<file path="src/rtl/tdc_shift_readout_ctrl.sv">
// Frame sequencer for the dual-edge TDC capture chain: shifts NBITS sclk periods, settles, then offers the word on valid/ready.
// Optional start/stop marker check is built when TDC_FRAME_CHECK_EN is defined (adds frame_err output).
module tdc_shift_readout_ctrl #(
    parameter int NBITS      = 33,
    parameter int CLK_DIV    = 2,
    parameter int SETTLE_CYC = 2
) (
    input  logic             clk,
    input  logic             rst,
    input  logic             start,
    output logic             start_ack,
    output logic             busy,
    output logic             sclk,
    output logic             sen,
    input  logic [NBITS-1:0] chain_data,
    output logic [NBITS-1:0] out_data,
    output logic             out_valid,
    input  logic             out_ready,
`ifdef TDC_FRAME_CHECK_EN
    output logic             frame_err,
`endif
    output logic [7:0]       drop_cnt
);

    localparam int RW = $clog2(NBITS + 1);
    localparam logic [7:0]    DIV_LAST  = 8'(CLK_DIV - 1);
    localparam logic [RW-1:0] RISE_LAST = RW'(NBITS);
    localparam logic [3:0]    SET_LAST  = 4'(SETTLE_CYC - 1);

    typedef enum logic [1:0] {
        S_IDLE   = 2'd0,
        S_SHIFT  = 2'd1,
        S_SETTLE = 2'd2,
        S_HOLD   = 2'd3
    } state_t;

    state_t           r_state;
    state_t           w_state_nxt;

    logic [7:0]       r_div_cnt;
    logic [RW-1:0]    r_rise_cnt;
    logic [3:0]       r_settle_cnt;
    logic             r_sclk;
    logic             r_sen;
    logic             r_start_ack;
    logic             r_out_valid;
    logic [NBITS-1:0] r_out_data;
    logic [7:0]       r_drop_cnt;

    logic             w_accept;
    logic             w_div_tick;
    logic             w_toggle;
    logic             w_last_fall;
    logic             w_capture;
    logic             w_release;
    logic             w_drop;

    always_ff @(posedge clk) begin
        if (rst) begin
            r_state <= S_IDLE;
        end else begin
            r_state <= w_state_nxt;
        end
    end

    always_comb begin
        w_state_nxt = r_state;
        w_accept    = 1'b0;
        w_toggle    = 1'b0;
        w_last_fall = 1'b0;
        w_capture   = 1'b0;
        w_release   = 1'b0;
        w_div_tick  = (r_div_cnt == DIV_LAST);
        w_drop      = start && (r_state != S_IDLE);
        case (r_state)
            S_IDLE: begin
                if (start) begin
                    w_accept    = 1'b1;
                    w_state_nxt = S_SHIFT;
                end
            end
            S_SHIFT: begin
                if (w_div_tick) begin
                    w_toggle = 1'b1;
                    // The frame ends on the falling edge that follows the last counted rise.
                    if (r_sclk && (r_rise_cnt == RISE_LAST)) begin
                        w_last_fall = 1'b1;
                        w_state_nxt = S_SETTLE;
                    end
                end
            end
            S_SETTLE: begin
                if (r_settle_cnt == SET_LAST) begin
                    w_capture   = 1'b1;
                    w_state_nxt = S_HOLD;
                end
            end
            S_HOLD: begin
                if (out_ready) begin
                    w_release   = 1'b1;
                    w_state_nxt = S_IDLE;
                end
            end
            default: begin
                w_state_nxt = S_IDLE;
            end
        endcase
    end

    always_ff @(posedge clk) begin
        if (rst) begin
            r_div_cnt  <= '0;
            r_rise_cnt <= '0;
            r_sclk     <= 1'b0;
            r_sen      <= 1'b0;
        end else if (w_accept) begin
            r_div_cnt  <= '0;
            r_rise_cnt <= '0;
            r_sclk     <= 1'b0;
            r_sen      <= 1'b1;
        end else if (r_state == S_SHIFT) begin
            r_div_cnt <= w_div_tick ? 8'd0 : (r_div_cnt + 8'd1);
            if (w_toggle) begin
                r_sclk <= ~r_sclk;
                if (!r_sclk) begin
                    r_rise_cnt <= r_rise_cnt + RW'(1);
                end
            end
            if (w_last_fall) begin
                r_sen <= 1'b0;
            end
        end
    end

    always_ff @(posedge clk) begin
        if (rst) begin
            r_settle_cnt <= '0;
        end else if (w_last_fall) begin
            r_settle_cnt <= '0;
        end else if ((r_state == S_SETTLE) && !w_capture) begin
            r_settle_cnt <= r_settle_cnt + 4'd1;
        end
    end

    always_ff @(posedge clk) begin
        if (rst) begin
            r_start_ack <= 1'b0;
            r_out_valid <= 1'b0;
            r_out_data  <= '0;
        end else begin
            r_start_ack <= w_accept;
            if (w_capture) begin
                r_out_valid <= 1'b1;
                r_out_data  <= chain_data;
            end else if (w_release) begin
                r_out_valid <= 1'b0;
            end
        end
    end

    // Every busy cycle with start high counts, so a held request is charged repeatedly.
    always_ff @(posedge clk) begin
        if (rst) begin
            r_drop_cnt <= '0;
        end else if (w_drop && (r_drop_cnt != 8'hFF)) begin
            r_drop_cnt <= r_drop_cnt + 8'd1;
        end
    end

`ifdef TDC_FRAME_CHECK_EN
    logic r_frame_err;

    always_ff @(posedge clk) begin
        if (rst) begin
            r_frame_err <= 1'b0;
        end else if (w_capture) begin
            r_frame_err <= !chain_data[NBITS-1] || chain_data[0];
        end else if (w_release) begin
            r_frame_err <= 1'b0;
        end
    end

    assign frame_err = r_frame_err;
`endif

    assign start_ack = r_start_ack;
    assign busy      = (r_state != S_IDLE);
    assign sclk      = r_sclk;
    assign sen       = r_sen;
    assign out_data  = r_out_data;
    assign out_valid = r_out_valid;
    assign drop_cnt  = r_drop_cnt;

endmodule

</file>
<file path="config.mk">
export PLATFORM = sky130hd
export DESIGN_NAME = tdc_shift_readout_ctrl
export DESIGN_NICKNAME = d
export VERILOG_FILES = /design/src/rtl/tdc_shift_readout_ctrl.sv
export SDC_FILE = /design/constraint.sdc
export NUM_CORES = 1
export LEC_CHECK = 0
export CORE_ASPECT_RATIO = 1.4
export CORE_UTILIZATION = 37
export DETAILED_ROUTE_END_ITERATION = 6
export PLACE_DENSITY = 0.78
export SYNTH_ARGS = -nofsm -noshare
export SYNTH_HDL_FRONTEND = slang
export SYNTH_SLANG_ARGS = --single-unit
</file>
<file path="constraint.sdc">
create_clock -name clk -period 2.1 [get_ports clk]
set_input_delay 0.525 -clock clk [delete_from_list [all_inputs] [get_ports clk]]
set_output_delay 0.525 -clock clk [all_outputs]
set_load 0.05 [all_outputs]
</file>
After elaboration in Yosys (flattened, before gate mapping):

Index checks and enable logic that the tools add are counted.

* input bits: 37
* output and inout bits: 46
* flip-flop bits (word level): 65
* logic and storage cells: 66

* equal/unequal tests: 12
* reductions and logical operators: 16
* multiplexer cells: 23
* add/subtract/negate cells: 4
* bitwise gates (word level): 1

Operators by type and width (count)
* adder 8 x 1 -> 8 bit (second input constant): 2
* two-way mux 1 bit: 16
* two-way mux 2 bit: 5
* != test 2 bit (second input constant): 5
* equality test 8 x 1 -> 1 bit (second input constant): 1
* two-way mux 8 bit: 1
* != test 8 bit (second input constant): 1
* one-hot mux 2 bit (4 select lines): 1
* nonzero test 2 bit: 4
* adder 6 x 1 -> 6 bit (second input constant): 1
* equality test 6 bit (second input constant): 1
* AND reduction 5 bit: 1
* adder 4 x 1 -> 4 bit (second input constant): 1
* equality test 2 bit (second input constant): 2
* equality test 4 x 1 -> 1 bit (second input constant): 1
* logical AND 1 bit: 4
* AND reduction 2 bit: 2
* OR reduction 2 bit: 2
* AND reduction 3 bit: 1
* equality test 2 x 1 -> 1 bit (second input constant): 1
* zero test 2 bit: 1
* zero test 1 bit: 1
* inverter 1 bit: 1

Depth between registers and ports, before layout:

* word-level depth: 8
* gate-level depth with buffers: 8

Worst setup path before layout:

OpenSTA, ideal clock, no wires.

* path type: register to register
* start: reg r_drop_cnt[0], in the netlist drop_cnt[0]
* end: reg r_drop_cnt[1], in the netlist drop_cnt[1]
* arrival time: 1749 ps
* buffers on the path: 0
* path slack: 223 ps
* library setup time: 128 ps
* stages on the path, launching flop included: 6
* cells stage by stage: dfxtp_1 -> ha_1 -> nand4_1 -> o21ai_0 -> mux2i_1 -> nor2_1

* word-level cells in the longest chain between the ends: 2

RTL lines
* start: declaration: RTL line 48 `logic [7:0] r_drop_cnt;`
* start signal: assignment: RTL line 166 `r_drop_cnt <= r_drop_cnt + 8'd1;`
* branches (longest 2 deep; another with adder 8 x 1 -> 8 bit)

Several ways; the timed one is not identified.
A chain may end at the register's enable or synchronous reset.

Worst setup path in the final report:

* start: reg r_out_valid, in the netlist out_valid
* end: out out_valid

RTL lines
* start: declaration: RTL line 46 `logic r_out_valid;`
* start signal: assignment: RTL line 148 `r_out_valid <= 1'b0;`
* start signal: assignment: RTL line 153 `r_out_valid <= 1'b1;`
* start signal: assignment: RTL line 156 `r_out_valid <= 1'b0;`
* end: declaration: RTL line 17 `output logic out_valid,`

No word-level cell between the ends.

==> flow_summary.toml <==
[drt]
drt_iter0_drc = 110
wl_um = 6120
route.detailed.drc = 0
post_drt_wl_per_cell_um = 12.0
antenna_left = 0
drt_first_pass_iters = 4
via_per_inst = 4.86
vias = 2474

[placed_design]
hpwl_um = 4370
placed_cell_area_um2 = 3690
placedCellCount = 494
routabilityCongestion = 0.780
place.port_buffers = 82

[sta]
fin_crit_sh_pct = 96.0
rsz0062_at_grt = "no"
setup_viol = 0
maxSlewHeadroom_pct = 65.1
layout_min_cycle_time_ps = 2020
hold_viol_final = 0
fmax_ghz = 0.496
finalClockSkew_ps = 6.07
drv_slew = 0
tightest_slew_ps = 516
fin_tns_setup_ps = 0

[yosys]
yosys.area.top_type = "dfxtp_1"
syn_inst = 322
synth_cell_types = 39
synth-seq-cells = 65
yosys-top-cells-count = "nand2_1, dfxtp_1, a21oi_1"
yosysTopAreaCellShare_pct = 47.7
synth_edf_count = 0
yosys_warnings = 0
synth_top_flop_cell = "dfxtp_1"
synth.net_count = 371
synth_top_cells_by_area = "dfxtp_1, nand2_1, a21oi_1"
syn_area_per_cell_um2 = 8.48
yosysMostFrequentCell = "nand2_1"
ys_seq_area_share_pct = 47.7
syn_area_um2 = 2730
async_flop_share_pct = 0

[critical_path]
worst-setup-path-type = "reg2out"
path_delay_family = "buffers and inverters"
cp_data_arrival_time_ps = 1490
cp-end-kind = "output port"
cp_max_fo = 2
worstPathCellList = "clkdlybuf4s50_1"
critPathMaxStageDelay_ps = 820
required_ps = 1570
cp_slowest_cell = "clkdlybuf4s50_1"
path_buf_inv = 1
start_kind = "register"

[run_status]
status = "finished clean"

[final_layout]
final_cells = 509
syn2layout_area_growth_pct = 42.4
final_nets = 459
finish.instance_area_um2 = 3890
final_core_util_pct = 55.0
antenna_cells = 0
drive_gt1_share_pct = 7.97
fillers = 647

[clock_tree]
post_cts_buffers = 0
numCtsBuffers = 9
cts.sinks = 65
cts_buffer_depth = 2
root_buffer = "clkbuf_8"
clock_latency_ps = 340
htree_levels = 3
hold_buffers = 0
cts_tree = "done"
clkSlewWorstSetupHoldPaths_ps = 70

[global_routing]
grt_pass1_wl_um = 10500
grt_start_max_net_pins = 35
grt_usage_pct = 17.2
antenna_found_initial = 0
grt_remaining_overflow = 0
grt_pass1_vias = 2460

[power_and_ir_drop]
intPower_mw = 2.28
ir_drop_v = 0.000646
combPwrFrac_pct = 25.8
p_sw_mw = 1.00
seq_power_share_pct = 41.7
clkPwrFrac_pct = 32.5
power_density_nw_per_um2 = 843
power.leakage_nw = 1.42
p_sw_share_pct = 30.6
total_power_mw = 3.28

[floorplanning]
num_rows = 36
dieArea_um2 = 7730
die_w_um = 74.6
start_util_pct = 38.6
die_height_um = 104
ios = 83
core_area_um2 = 7070

[worst_hold_path]
hold_class = "reg2reg"

[flow_run]
cap_violations = 0
==> per-stage QoR <==
step	worst slack, ps	hold WS [ps]
final	84.6	455
after global routing	34.9	470
after CTS	5.03	455
after detailed placement	70.1	446
after global placement	128	440
after floorplan	223	454
==> path summary, 6_finish.rpt <==
path,cells after the start,start,slack (ps),end
setup reg to reg,6,r_div_cnt[1]$_SDFFE_PP0P_,260,sen$_SDFFE_PP0P_
hold reg to reg,2,sen$_SDFFE_PP0P_,450,sen$_SDFFE_PP0P_
setup / recovery,1,out_valid$_SDFFE_PP0P_,80,out_valid
hold / removal,2,sen$_SDFFE_PP0P_,450,sen$_SDFFE_PP0P_
==> state kept, by name, indices dropped and copies added (netlist names) <==
name	count
r_rise_cnt	6
sclk	1
sen	1
drop_cnt	8
r_state	2
r_settle_cnt	4
out_data	33
r_div_cnt	8
start_ack	1
out_valid	1
==> placed cells by master, fill, tap and decap left out, drive strengths merged, types with 2 or more instances in the layout <==
cell,synthesis,layout
ha,12,12
o21ai,6,6
dlymetal6s2s,0,2
clkdlybuf4s50,0,72
inv,11,11
a21oi,42,42
nor3b,2,2
or3,5,5
nand3,8,8
nand2b,2,2
o41ai,2,2
nand4,5,5
and3,3,3
nand4b,2,2
xor2,14,14
nor3,3,3
buf,5,15
nor2,25,25
nor4b,3,3
dfxtp,65,65
clkbuf,9,13
o211ai,3,3
and2,2,2
nand2,77,77
dlygate4sd2,0,2
xnor2,3,3
mux2i,2,2
==> cell families after synthesis <==
logic type,after synthesis,share of synthesized area (%)
adder cells (fa/ha/maj),12,5.50
AND/OR/NAND/NOR,143,25.1
buffers and inverters,25,3.62
flip-flops,65,47.7
XOR/XNOR,17,5.45
multiplexers,2,0.733
AO/OA/AOI/OAI,58,12.0
==> repair_timing <==
action,CTS,global route
resized for setup,2,2
endpoints found under the setup margin,2,2
gates cloned,0,0
==> per-layer routing <==
metal	vias up	share of wire (%)	GRT usage, %	wire length (um)
li1	1252	-	-	-
met5	-	0	0	0
met1	1132	42	19.6	2590
met4	0	2.2	8.09	135
met3	10	7.3	5.84	448
met2	80	48	28.2	2950
==> power by group through the flow <==
stage / Sequential [mW] / Clock, mW / Combinational (mW)
final: 1.37 / 1.07 / 0.845
after global routing: 1.38 / 1.14 / 0.919
after CTS: 1.37 / 1.09 / 0.850
after detailed placement: 1.39 / 0 / 0.846
after global placement: 1.39 / 0 / 0.827
after floorplan: 1.51 / 0 / 0.413
==> layout make-up <==
cell class	count	area, um^2	share of cell area [%]
repair buffers	91	901	23.2
inverters	11	41.3	1.06
multi-input cells	232	1330	34.2
clock inverters	2	37.5	0.965
well taps	95	119	3.06
clock buffers	13	159	4.09
flip-flops and latches	65	1300	33.5
Power figures use the tool's default switching activity.
